<file path="src/rtl/sha256_msg_schedule.sv">
// sha256_msg_schedule
//   Sequential SHA-256 message schedule. Loads one padded 512-bit block and
//   streams W0..W63 over a valid/ready handshake. Each new word is produced
//   from a 16-word sliding window, so no 64-entry store is needed.
//
// Ports
//   clk          rising-edge clock
//   reset        asynchronous, active-high
//   block_valid  padded block present on `block`
//   block        512-bit block, M0 = block[511:480] ... M15 = block[31:0]
//   block_ready  idle, a block is taken on block_valid
//   w_valid      `w` holds schedule word Wt
//   w_ready      downstream takes `w` this cycle
//   w            schedule word Wt
//   t            round index of `w` (0..63)
//   w_last       w_valid and t == 63
module sha256_msg_schedule (
    input  logic         clk,
    input  logic         reset,
    input  logic         block_valid,
    input  logic [511:0] block,
    output logic         block_ready,
    output logic         w_valid,
    input  logic         w_ready,
    output logic [31:0]  w,
    output logic [5:0]   t,
    output logic         w_last
);

    typedef enum logic {IDLE, RUN} state_t;

    state_t             state;
    logic [15:0][31:0]  window;   // window[0] is the word currently presented
    logic [31:0]        w_next;

    function automatic logic [31:0] rotr(input logic [31:0] x, input int n);
        return (x >> n) | (x << (32 - n));
    endfunction

    function automatic logic [31:0] sig0(input logic [31:0] x);
        return rotr(x, 7) ^ rotr(x, 18) ^ (x >> 3);
    endfunction

    function automatic logic [31:0] sig1(input logic [31:0] x);
        return rotr(x, 17) ^ rotr(x, 19) ^ (x >> 10);
    endfunction

    // Window positions map to W[t+i]; the recurrence W[t+16] uses
    // W[t+14], W[t+9], W[t+1], W[t].
    always_comb begin
        w_next = sig1(window[14]) + window[9] + sig0(window[1]) + window[0];
    end

    always_ff @(posedge clk or posedge reset) begin
        if (reset) begin
            state  <= IDLE;
            window <= '0;
            t      <= '0;
        end else begin
            case (state)
                IDLE: begin
                    if (block_valid) begin
                        for (int i = 0; i < 16; i++)
                            window[i] <= block[511 - 32*i -: 32];
                        t     <= '0;
                        state <= RUN;
                    end
                end
                RUN: begin
                    if (w_ready) begin
                        for (int i = 0; i < 15; i++)
                            window[i] <= window[i+1];
                        // Words past W63 are computed but never presented.
                        window[15] <= w_next;
                        t          <= t + 6'd1;
                        if (t == 6'd63)
                            state <= IDLE;
                    end
                end
                default: state <= IDLE;
            endcase
        end
    end

    // Outputs come straight from registers; no input reaches w_valid or w.
    assign block_ready = (state == IDLE);
    assign w_valid     = (state == RUN);
    assign w           = window[0];
    assign w_last      = w_valid && (t == 6'd63);

endmodule

</file>
<file path="config.mk">
export PLATFORM = sky130hd
export DESIGN_NAME = sha256_msg_schedule
export DESIGN_NICKNAME = d
export VERILOG_FILES = /design/src/rtl/sha256_msg_schedule.sv
export SDC_FILE = /design/constraint.sdc
export NUM_CORES = 2
export LEC_CHECK = 0
export BUFFER_PORTS_ARGS = -buffer_cell sky130_fd_sc_hd__buf_2
export CAP_MARGIN = 20
export CELL_PAD_IN_SITES_DETAIL_PLACEMENT = 1
export CELL_PAD_IN_SITES_GLOBAL_PLACEMENT = 1
export CORE_ASPECT_RATIO = 1.2
export CORE_MARGIN = 2
export CORE_UTILIZATION = 46
export DETAILED_ROUTE_END_ITERATION = 10
export PLACE_DENSITY_LB_ADDON = 0.1
export SETUP_SLACK_MARGIN = 0.1
export SLEW_MARGIN = 20
export SYNTH_ARGS = -nofsm -noshare
export SYNTH_HDL_FRONTEND = slang
export SYNTH_SLANG_ARGS = --single-unit
</file>
<file path="constraint.sdc">
create_clock -name clk -period 51.8 [get_ports clk]
set_input_delay 10.36 -clock clk [delete_from_list [all_inputs] [get_ports clk]]
set_output_delay 10.36 -clock clk [all_outputs]
set_load 0.02 [all_outputs]
</file>
Word-level counts from Yosys, hierarchy flattened
Cells that the tools add are included.
- $add $sub $neg: 4
- equality and inequality tests: 3
- muxes and demuxes: 10
- bitwise logic cells: 9
- reductions and logical operators: 2
- operators by type and width (kind ; number):
    2-to-1 mux 512 bit ; 2
    one-hot mux 512 bit (2 select lines) ; 1
    adder 32 bit ; 3
    bitwise XOR 32 bit ; 2
    bitwise OR 13 x 32 -> 32 bit ; 1
    bitwise OR 14 x 32 -> 32 bit ; 1
    bitwise OR 15 x 32 -> 32 bit ; 1
    bitwise OR 25 x 32 -> 32 bit ; 1
    bitwise XOR 32 x 22 -> 32 bit ; 1
    bitwise XOR 32 x 29 -> 32 bit ; 1
    2-to-1 mux 6 bit ; 2
    one-hot mux 6 bit (2 select lines) ; 1
    adder 6 x 1 -> 6 bit, second input constant ; 1
    == test 6 bit, second input constant ; 1
    != test 2 bit, second input constant ; 2
    2-to-1 mux 1 bit ; 3
    one-hot mux 1 bit (2 select lines) ; 1
    AND reduction 2 bit ; 1
    logical AND 1 bit ; 1
    NOT 1 bit ; 1
- register bits: 519
- input bits: 516
- output and inout port bits: 41
- word-level logic and storage cells: 46

Longest topological paths before layout
- word-level depth: 8
- mapped depth: 18
- depth with buffers taken out: 17

Least setup slack after synthesis
No wires, ideal clock.
- kind: input to register
- from: in w_ready
- to: reg window[100] (netlist name)
- library setup time: 83 ps
- data arrival time: 11704 ps
- data required time: 51717 ps
- path slack: 40013 ps
- cell stages on the path: 7
- path buffers: 3
- path through: and2_0 nor2_1 buf_2 clkbuf_1 clkbuf_1 nand2_1 o21ai_0
- longest elaborated chain between the ends: 2
- ends and longest elaborated chain (item ; RTL line ; source):
    start: declaration ; 24 ; input logic w_ready,
    != test 2 bit (no source line) ; -- ;
    AND reduction 2 bit (no source line) ; -- ;
    end signal: indexed assignment ; 64 ; window[i] <= block[511 - 32*i -: 32];
    end signal: indexed assignment ; 72 ; window[i] <= window[i+1];
    end: declaration ; 33 ; logic [15:0][31:0] window;
No other way between the ends.
A chain may end at the register's enable or synchronous reset.

Worst setup path after layout
- from: in w_ready
- to: reg window[193] (netlist name)
The elaborated chain is that of the path after synthesis.

==> results by group <==
Yosys
  – Synth Flop Type: dfrtp_1
  – Syn Area/Cell: 9.89 sq um
  – Post-synth net total: 3,457
  – Post-synthesis async set-or-reset flop share: 100%
  – EDFF count, synth: 0
  – Post-synthesis cell count: 2,847
  – Seq/Total Area, Yosys: 46.1%
  – Cell variety after synth: 62
  – Yosys Warn Count: 0
  – Synthesized area: 0.0282 sq mm
  – Synth Register Bits: 519

CTS
  – Htree depth: 2
  – Clock tree sinks: 519
  – Post-CTS Setup Inserts: 0
  – Clock root buffer: clkbuf_16
  – Clock Path Buffers: 3
  – CTS-repair resized insts: 0
  – Skew-Pair Late Insertion Delay: 0.63 ns
  – CTS tree: done
  – Hold bufs inserted after CTS: 0
  – Number of clock buffers inserted by TritonCTS: 56
  – Reg clk slew, reported paths: 0.06 ns

GRT
  – Vias in the first global route: 24,300
  – All-Layer GR Usage: 33.3%
  – Largest net degree at the start of global routing: 277
  – First-pass GRT wire length: 155,000 microns
  – Initial antenna violation count: 29
  – Grt ovf: 0

Floorplan
  – Core area: 0.0607 sq mm
  – Site Rows: 99
  – Initial cell density of the core: 46.4%
  – Height of the die: 275 microns
  – Die Area: 0.0632 sq mm
  – I/O Pins: 557
  – Die W: 230 microns

Place
  – Post-place instance area: 0.0310 sq mm
  – Dpl ws: 36.23 ns
  – GPL Wtd Cong: 0.934
  – Post-DP HPWL: 82,200 microns
  – Port Buffers: 556

Finish
  – Area growth, synth to finish: 17.2%
  – Finished Cell Area: 0.0330 sq mm
  – Final core utilization: 54.4%
  – Final net count: 3,845
  – Layout cell share with drive strength beyond 1: 20.8%
  – Filler instances: 6,909

Drt
  – Top Metal Used: met5
  – Iter 0 DRT Violations: 1,444
  – Vias/cell: 5.46
  – Wire per inst: 25.8 microns
  – DR WL met2: 52,800 microns
  – DRT Wirelength: 106,000 microns
  – Drt first pass iters: 5
  – Metal1 wirelength: 42,100 microns
  – DR DRC count: 0
  – Vias post-DR: 22,400
  – DR WL met3: 5650 microns
  – Antenna Nets Post-Route: 0

Timing
  – Setup tns final: 0 ns
  – Final hold viol count: 0
  – Slew Viols, Final: 0
  – Least-Margin Pin Slew: 1.18 ns
  – Rel. slew slack: 21.4%
  – Highest clock rate: 69.1 MHz
  – RSZ-0062 raised after global routing: no
  – Worst setup margin: 37.33 ns
  – Period Utilization, post-route: 27.9%
  – Final Setup Violations: 0
  – Clock skew: 0.0268 ns
  – Fin crit period: 14.47 ns

Power and ir drop
  – Pwr Density: 73.0 mW/mm^2
  – Switching power: 1.15 mW
  – Switching share of total power: 47.8%
  – Maximum VDD drop: 48.8 uV
  – Comb pwr share: 56.3%
  – Reg power frac: 26.0%
  – Clock Power Share: 17.6%
  – LEAKAGE: 18.3 nW
  – Pwr Total: 2.41 mW
  – Cell-internal power: 1.26 mW

Worst setup path
  – Crit-path cells: buf_2 -> and2_0 -> nor2_4 -> buf_4 -> buf_6 -> buf_4 -> buf_6 -> nand2_1 -> o21ai_0
  – FF-to-FF setup slack: 46.52 ns
  – Crit. Startpoint: w_ready
  – Startpoint Class: primary input
  – CP max stage cell: buf_4
  – CP Data Required Time: 52.33 ns
  – CP arrival: 15.00 ns
  – Crit-path leading delay family: buffers and inverters
  – RR Startpoint: w_valid
  – CP endpoint: window[193]
  – CP Class: primary input to flop
  – Reg-to-Reg End: window[193]
  – Worst setup EP type: flop
  – CP bufs+invs: 5
  – Crit-path max cell delay: 0.78 ns
  – CP Depth: 9
  – Reg2reg path depth: 8
  – Crit-path max FO: 138

Outcome
  – Outcome: finished clean

Run
  – Max-cap violations: 0

Hold path
  – Class of the worst hold path: flop to flop
[cell type report]
| cell class | instances | area (sq um) | share of cell area, % |
|---|---|---|---|
| multi-input cells | 1954 | 13600 | 41.1 |
| flip-flops and latches | 519 | 13000 | 39.4 |
| repair buffers | 577 | 2990 | 9.05 |
| clock buffers | 78 | 1610 | 4.87 |
| well taps | 808 | 1010 | 3.06 |
| inverters | 127 | 484 | 1.47 |
| clock inverters | 24 | 332 | 1.01 |
| diodes | 11 | 27.5 | 0.0834 |
[worst min-delay path by stage]
stage | cells past startpoint | to | slack [ns] | start
2_1_floorplan | 1 | window[492] | 0.45 | window[492]
3_3_place_gp | 2 | window[359] | 0.46 | window[359]
3_5_place_dp | 2 | window[381] | 0.47 | window[381]
4_1_cts | 2 | window[253] | 0.48 | window[253]
5_1_grt | 2 | window[256] | 0.50 | window[256]
6_report | 2 | window[208] | 0.47 | window[208]
[cell families after synthesis]
kind of cell / synth area share [%]
AO/OA/AOI/OAI: 12.1
multiplexers: 17.3
buffers and inverters: 5.77
flip-flops: 46.1
AND/OR/NAND/NOR: 8.33
adder cells (fa/ha/maj): 5.83
XOR/XNOR: 4.54
[power groups by stage]
stage	registers, mW	logic [mW]	clock network [mW]
final	0.627	1.36	0.424
after global routing	0.636	1.49	0.448
after CTS	0.625	1.35	0.432
after detailed placement	0.631	1.34	0
after global placement	0.626	1.31	0
after floorplan	0.570	0.889	0
[through the flow]
step / hold WS (ns) / cells
3_5_place_dp: 0.470 / 3985
4_1_cts: 0.483 / 4087
3_3_place_gp: 0.461 / 3985
6_report: 0.474 / 4098
2_1_floorplan: 0.449 / 2847
5_1_grt: 0.501 / 4094
[layout by cell type (no fill, tap or decap), types with 6 or more instances in the layout]
cell	n
a211oi_1	6
clkinv_2	12
clkbuf_16	57
bufinv_16	7
nor2b_1	10
nor2_1	25
o21ai_0	518
nor3_1	6
xor2_1	60
dfrtp_1	518
xnor2_1	86
clkbuf_1	11
inv_1	126
buf_2	556
diode_2	11
nand4_1	7
fa_1	62
nand2_1	518
buf_4	16
a22oi_1	15
clkbuf_8	10
ha_1	32
a31oi_1	7
a21oi_1	41
mux2i_1	488
a21o_1	13
[flip-flops by register name, indices dropped and copies added (netlist names)]
register	flops
window	480
w	32
t	6
w_valid	1
[per-layer routing]
layer / global-route usage [%] / up-vias
met5: 0 / -
met4: 14.7 / 32
met3: 6.63 / 194
met2: 57.9 / 625
met1: 40.2 / 11200
li1: - / 10400
[tightest hold or removal path: stages, from the launching register on]
cell,delay [ns]
dfrtp_1,0.34
nand2_1,0.05
o21ai_0,0.06
[synth_stat cells, drive strengths merged, types with 26 or more instances]
master / n / share of area [%]
o21ai: 523 / 9.3
dfrtp: 519 / 46
nand2: 518 / 6.9
mux2i: 488 / 17
clkbuf: 177 / 2.5
inv: 127 / 1.7
xnor2: 86 / 2.7
buf: 70 / 1.6
fa: 62 / 4.4
xor2: 60 / 1.9
a21oi: 41 / 0.73
ha: 32 / 1.4
nor2: 26 / 0.35
Note: power is estimated with default switching activity, not from simulation.
